### src/rtl/fifo_pkg.sv
// Shared constants and parameter-legality helpers for the single-clock FIFO.
package fifo_pkg;

   // Occupancy counter width: must represent 0..depth inclusive.
   function automatic int level_w(input int depth);
      return $clog2(depth) + 1;
   endfunction

   function automatic bit is_pow2(input int n);
      return (n >= 2) && ((n & (n - 1)) == 0);
   endfunction

   function automatic bit af_ok(input int af, input int depth);
      return (af >= 1) && (af <= depth);
   endfunction

   function automatic bit ae_ok(input int ae, input int depth);
      return (ae >= 0) && (ae <= depth - 1);
   endfunction

endpackage

### src/rtl/fifo_mem.sv
// DEPTH x DATA_W register array: one synchronous write port, one asynchronous read port.
module fifo_mem #(
   parameter int DATA_W = 8,
   parameter int DEPTH  = 16
) (
   input  logic                     clk,
   input  logic                     we,
   input  logic [$clog2(DEPTH)-1:0] waddr,
   input  logic [DATA_W-1:0]        wdata,
   input  logic [$clog2(DEPTH)-1:0] raddr,
   output logic [DATA_W-1:0]        rdata
);

   logic [DATA_W-1:0] mem [DEPTH];

   // Storage is deliberately not reset; only pointers define valid contents.
   always_ff @(posedge clk) begin
      if (we) mem[waddr] <= wdata;
   end

   assign rdata = mem[raddr];

endmodule

### src/rtl/sync_fifo.sv
// Single-clock parametrised FIFO with optional first-word-fall-through read,
// almost-full/almost-empty thresholds, occupancy count and sticky error flags.
module sync_fifo
   import fifo_pkg::*;
#(
   parameter int DATA_W   = 8,
   parameter int DEPTH    = 16,
   parameter int AF_LEVEL = DEPTH - 2,
   parameter int AE_LEVEL = 2,
   parameter bit FWFT     = 1'b0
) (
   input  logic                        clk,
   input  logic                        rst,
   input  logic                        flush,
   input  logic [DATA_W-1:0]           data_in,
   input  logic                        wrreq,
   input  logic                        rdreq,
   output logic [DATA_W-1:0]           data_out,
   output logic                        full,
   output logic                        empty,
   output logic                        almost_full,
   output logic                        almost_empty,
   output logic [level_w(DEPTH)-1:0]   level,
   output logic                        overflow,
   output logic                        underflow
);

   localparam int PTR_W = $clog2(DEPTH);
   localparam int LVL_W = level_w(DEPTH);

   if (!is_pow2(DEPTH)) begin : g_bad_depth
      $error("sync_fifo: DEPTH must be a power of two and at least 2");
   end
   if (!af_ok(AF_LEVEL, DEPTH)) begin : g_bad_af
      $error("sync_fifo: AF_LEVEL must lie in 1..DEPTH");
   end
   if (!ae_ok(AE_LEVEL, DEPTH)) begin : g_bad_ae
      $error("sync_fifo: AE_LEVEL must lie in 0..DEPTH-1");
   end

   logic [PTR_W-1:0]  wr_ptr;
   logic [PTR_W-1:0]  rd_ptr;
   logic [DATA_W-1:0] rd_word;
   logic              wr_acc;
   logic              rd_acc;

   // Acceptance is judged against the registered flags; flush drops both requests.
   assign wr_acc = wrreq && !full  && !flush;
   assign rd_acc = rdreq && !empty && !flush;

   assign full         = (level == LVL_W'(DEPTH));
   assign empty        = (level == '0);
   assign almost_full  = (level >= LVL_W'(AF_LEVEL));
   assign almost_empty = (level <= LVL_W'(AE_LEVEL));

   fifo_mem #(
      .DATA_W (DATA_W),
      .DEPTH  (DEPTH)
   ) u_mem (
      .clk   (clk),
      .we    (wr_acc),
      .waddr (wr_ptr),
      .wdata (data_in),
      .raddr (rd_ptr),
      .rdata (rd_word)
   );

   // Pointers, occupancy and sticky error flags.
   always_ff @(posedge clk or posedge rst) begin
      if (rst) begin
         wr_ptr    <= '0;
         rd_ptr    <= '0;
         level     <= '0;
         overflow  <= 1'b0;
         underflow <= 1'b0;
      end else if (flush) begin
         wr_ptr    <= '0;
         rd_ptr    <= '0;
         level     <= '0;
         overflow  <= 1'b0;
         underflow <= 1'b0;
      end else begin
         if (wr_acc) wr_ptr <= wr_ptr + PTR_W'(1);
         if (rd_acc) rd_ptr <= rd_ptr + PTR_W'(1);
         case ({wr_acc, rd_acc})
            2'b10:   level <= level + LVL_W'(1);
            2'b01:   level <= level - LVL_W'(1);
            default: level <= level;
         endcase
         if (wrreq && full)  overflow  <= 1'b1;
         if (rdreq && empty) underflow <= 1'b1;
      end
   end

   if (FWFT) begin : g_fwft
      // Head word is shown as soon as it exists; zero while empty.
      assign data_out = empty ? '0 : rd_word;
   end else begin : g_std
      // Registered read data, loaded only by an accepted read.
      always_ff @(posedge clk or posedge rst) begin
         if (rst)         data_out <= '0;
         else if (flush)  data_out <= '0;
         else if (rd_acc) data_out <= rd_word;
      end
   end

endmodule

### config.mk
export PLATFORM = sky130hd
export DESIGN_NAME = sync_fifo
export DESIGN_NICKNAME = d
export VERILOG_FILES = /design/src/rtl/fifo_pkg.sv /design/src/rtl/fifo_mem.sv /design/src/rtl/sync_fifo.sv
export SDC_FILE = /design/constraint.sdc
export NUM_CORES = 1
export LEC_CHECK = 0
export BUFFER_PORTS_ARGS = -buffer_cell sky130_fd_sc_hd__buf_2
export CAP_MARGIN = 0
export CORE_MARGIN = 1.5
export CORE_UTILIZATION = 65
export CTS_CLUSTER_DIAMETER = 200
export DETAILED_ROUTE_END_ITERATION = 10
export MAX_ROUTING_LAYER = met4
export PLACE_DENSITY = 0.83
export REMOVE_ABC_BUFFERS = 1
export SLEW_MARGIN = 20
export SYNTH_ARGS = -nofsm -noshare
export SYNTH_HDL_FRONTEND = slang
export SYNTH_SLANG_ARGS = --single-unit
### constraint.sdc
create_clock -name clk -period 8.14 [get_ports clk]
set_clock_uncertainty 0.2 [all_clocks]
set_input_delay 2.035 -clock clk [delete_from_list [all_inputs] [get_ports clk]]
set_output_delay 2.035 -clock clk [all_outputs]
set_load 0.05 [all_outputs]
# After elaboration in Yosys (flattened, before gate mapping)
# Memory sizes are Yosys's and may differ from the RTL's.
# Cells that the tools add are included.
# word_totals
out_inout_bits	19
mem_count	1
inputBits	13
register_bits	23
ramBits	128
# op_classes
mux	14
n_addsub	4
eq_ne	3
magnitude_cmp	2
n_reduce_logical	15
# memory_table
memory	depth	word_bits	read_ports	rd_clocked_by_memory_dff	write_ports	line_no	rtl
u_mem.mem	16	8	1	0	1	fifo_mem.sv:14	logic [DATA_W-1:0] mem [DEPTH];
# ops
operator	n
two-way mux 4 bit	4
two-way mux 8 bit	2
one-hot mux 5 bit (2 select lines)	1
adder 4 x 1 -> 4 bit (second input constant)	2
nonzero test 2 bit	4
logical AND 1 bit	6
two-way mux 1 bit	6
adder 5 x 1 -> 5 bit (second input constant)	1
equality test 5 bit (second input constant)	1
greater-or-equal comparator 5 x 4 -> 1 bit (second input constant)	1
less-or-equal comparator 5 x 2 -> 1 bit (second input constant)	1
zero test 5 bit	1
two-way mux 5 bit	1
subtractor 5 x 1 -> 5 bit (second input constant)	1
zero test 1 bit	3
nonzero test 3 bit	1
equality test 2 x 1 -> 1 bit (second input constant)	1
equality test 2 bit (second input constant)	1

# Logic depth before layout (Yosys ltp)
# logic_depth
ltp_word	7
depth_mapped	10
mapped_depth_nobuf	8

# Modules after synthesis
# From an unflattened synthesis, not the netlist that was laid out.
# hier_totals
hier_cells	366
hier_area_um2	6307.3
# by_module_without_submodules
module	n_inst	area_each_um2	cells_each
fifo_mem	1	4987.3	221
sync_fifo	1	1320.0	145

# Worst setup path after synthesis
# OpenSTA, ideal clock, no wires.
# synth_timing
path_type	register to output
startpoint	reg level[1]
endpoint	out almost_empty
path_stages_with_launch	3
setup_slack_ns	2.582
t_required_ns	5.905
arrival_time_ns	3.323
n_path_buf	1
cell_sequence	dfrtp_1 > clkbuf_1 > a2111oi_0
# synth_between
elab_chain_len	1
# synth_lines
element	line_no	rtl
from (decl)	sync_fifo.sv:23	output logic [level_w(DEPTH)-1:0] level,
from (signal assigned)	sync_fifo.sv:86	2'b10: level <= level + LVL_W'(1);
from (signal assigned)	sync_fifo.sv:87	2'b01: level <= level - LVL_W'(1);
from (signal assigned)	sync_fifo.sv:88	default: level <= level;
less-or-equal comparator 5 x 2 -> 1 bit	sync_fifo.sv:54	assign almost_empty = (level <= LVL_W'(AE_LEVEL));
to (decl)	sync_fifo.sv:22	output logic almost_empty,
# Every way passes these cells.

# Worst setup path in the final report
# layout_timing
startpoint	reg level[3]
endpoint	out empty
# layout_between
elab_chain_len	1
# layout_lines
element	line_no	rtl
zero test 5 bit	sync_fifo.sv:52	assign empty = (level == '0);
to (decl)	sync_fifo.sv:20	output logic empty,
# Every way passes these cells.

==> flow_metrics.env <==
export IMPL_first_pass_iters=5
export IMPL_cts_resized=0
export IMPL_io_buffer_count=31
export IMPL_fill_cells=486
export IMPL_die_area_um2=10400
export IMPL_wl_per_cell_um=24.9
export IMPL_regArea_um2=4420
export IMPL_gp_congestion=0.861
export IMPL_rows=35
export IMPL_worst_pin_slew_ps=1000
export IMPL_grt_usage=0.282
export IMPL_avgSynthCellArea_um2=18.4
export IMPL_final_common_cell="edfxtp_1"
export IMPL_max_slew_margin_rel=0.330
export IMPL_synth_edff_count=128
export IMPL_ios=32
export IMPL_synth_area_leader_cell="edfxtp_1"
export IMPL_slew_viol_final=0
export IMPL_worst_setup_path_type="flip-flop to output pin"
export IMPL_multi_input_area_um2=1770
export IMPL_hold_class="flip-flop to flip-flop"
export IMPL_rsz0062_at_grt="no"
export IMPL_period_share=0.581
export IMPL_synth_seq_cells=151
export IMPL_cts_max_level=4
export IMPL_status="finished, final reports clean"
export IMPL_cts_hold_buffers_added=0
export IMPL_synth_area_um2=6340
export IMPL_cts_setup_buffers=0
export IMPL_peakVddDrop_mv=0.235
export IMPL_ys_flop_type="edfxtp_1"
export IMPL_clk_latency_ps=530
export IMPL_leakage_nw=2.50
export IMPL_crit_path_max_incr_delay_ps=540
export IMPL_cp_max_fo=14
export IMPL_clock_path_buffers=2
export IMPL_drc=0
export IMPL_cts_root_buf="clkbuf_8"
export IMPL_final_antenna_net_count=0
export IMPL_power_density_nw_per_um2=314
export IMPL_grt_overflow=0
export IMPL_synth_top_cell_area_share=0.607
export IMPL_final_cell_mix="128 x edfxtp_1, 33 x nor2_1, 31 x buf_2"
export IMPL_fmax_mhz=211
export IMPL_end_kind="output pin"
export IMPL_crit_path_cell_trace="nor4_2, nand2_1, inv_1, buf_2"
export IMPL_grt_pass1_wl_um=19200
export IMPL_drtIter0Drc=454
export IMPL_clk_pin_slew_ps=70
export IMPL_syn_inst=344
export IMPL_die_x_um=102
export IMPL_die_y_um=102
export IMPL_fin_crit_ps=4730
export IMPL_worst_path_max_delay_cell="nor4_2"
export IMPL_whs_ps=295
export IMPL_critPathRequiredTime_ps=5910
export IMPL_cp_start_kind="flip-flop"
export IMPL_wirelength_um=12900
export IMPL_yosys_warnings=0
export IMPL_dpl_hpwl_um=7680
export IMPL_grt_max_degree=36
export IMPL_syn_to_final_growth_pct=12.3
export IMPL_critPathArrivalTime_ps=2500
export IMPL_viasPerCell=6.61
export IMPL_cts_sinks=151
export IMPL_ys_seq_area_frac=0.697
export IMPL_cts_buffers=17
export IMPL_worst_slack_ps=3410
export IMPL_synth_area_top_cells="edfxtp_1 61%, mux4_1 12%, dfrtp_1 9.1%, mux4_2 4.3%, nor2_1 2.0%"
export IMPL_grt_pass1_vias=3264
export IMPL_fin_tns_setup_ps=0
export IMPL_diodes=0
export IMPL_ys_async_sr_fraction=0.152
export IMPL_power_mw=2.24
export IMPL_num_vias=3412
export IMPL_drive_gt1_frac=0.207
export IMPL_nets=394
export IMPL_antenna_found_initial=0
export IMPL_setup_viol=0
export IMPL_start_util=0.679
export IMPL_cts_tree="built"
export IMPL_pre_cts_ws_ps=3510
export IMPL_core_um2=9330
export IMPL_final_util=0.763
export IMPL_hold_violations=0
export IMPL_drv_cap=0
export IMPL_synth_distinct_cells=43
power breakdown:
group / internal [mW] / total [mW] / switching [mW]
combinational: 0.206 / 0.535 / 0.329
clock: 0.397 / 0.746 / 0.349
sequential: 0.877 / 0.954 / 0.0776
total: 1.48 / 2.24 / 0.756
metal layers:
metal / GRT usage / wire length, um / up-vias
met5: - / 0 / -
met4: 0.0951 / 276 / 0
met3: 0.0863 / 1100 / 24
met2: 0.415 / 6430 / 176
met1: 0.382 / 5060 / 1747
li1: - / - / 1465
worst max-delay path: cells and delay by family (launching register included):
family                 cells  cell delay [ps]
buffers and inverters      2              500
flip-flops                 1              500
AND/OR/NAND/NOR            2              970
worst paths after layout:
kind | start | to | slack [ps] | cells after the start
setup / recovery | level[3] | empty | 3410 | 4
hold / removal | data_out[7] | data_out[7] | 290 | 1
setup reg to reg | level[3] | level[4] | 5140 | 8
hold reg to reg | data_out[7] | data_out[7] | 290 | 1
max in group asynchronous | rst | rd_ptr[0] | 5640 | 2
min in group asynchronous | rst | rd_ptr[3] | 1490 | 2
final cells by class:
type                       instances  share of cell area
inverter                           8             0.00422
sequential                       151               0.621
tap                              129              0.0227
multi-input combinational        164               0.249
clock buffer                      18              0.0587
timing repair buffer              32              0.0229
clock inverter                    14              0.0208
cell families after synthesis:
kind of cell / after synthesis / synth area share
xor+xnor: 7 / 0.00967
flops: 151 / 0.697
simple gates: 72 / 0.0535
buf+inv: 29 / 0.0227
mux: 43 / 0.163
fa+ha+maj: 7 / 0.0138
compound gates: 35 / 0.0395
synth_stat cells (all sizes together) (2+ instances only):
master / count
or2: 2
a32o: 8
nand2b: 2
mux2i: 3
xnor2: 2
nor2b: 2
nand2: 12
inv: 8
o21ai: 6
edfxtp: 128
nor3: 2
nor2: 33
mux4: 40
a21o: 3
ha: 7
clkbuf: 15
nand4: 3
dfrtp: 23
buf: 6
or3: 2
nand3: 7
o211ai: 2
a21oi: 8
and2: 2
xor2: 5
state kept, by name (all words and copies together), names as in the netlist:
register and flops:
overflow 1, rd_ptr 4, data_out 8, underflow 1, level 5, wr_ptr 4
u_mem.mem 128
metrics by stage:
stage	instances	area (um2)
6_report	516	7110
5_1_grt	516	7110
4_1_cts	516	7110
3_5_place_dp	484	6550
3_3_place_gp	484	6550
2_1_floorplan	323	6220
No activity file was read; power rests on OpenSTA's default activity.
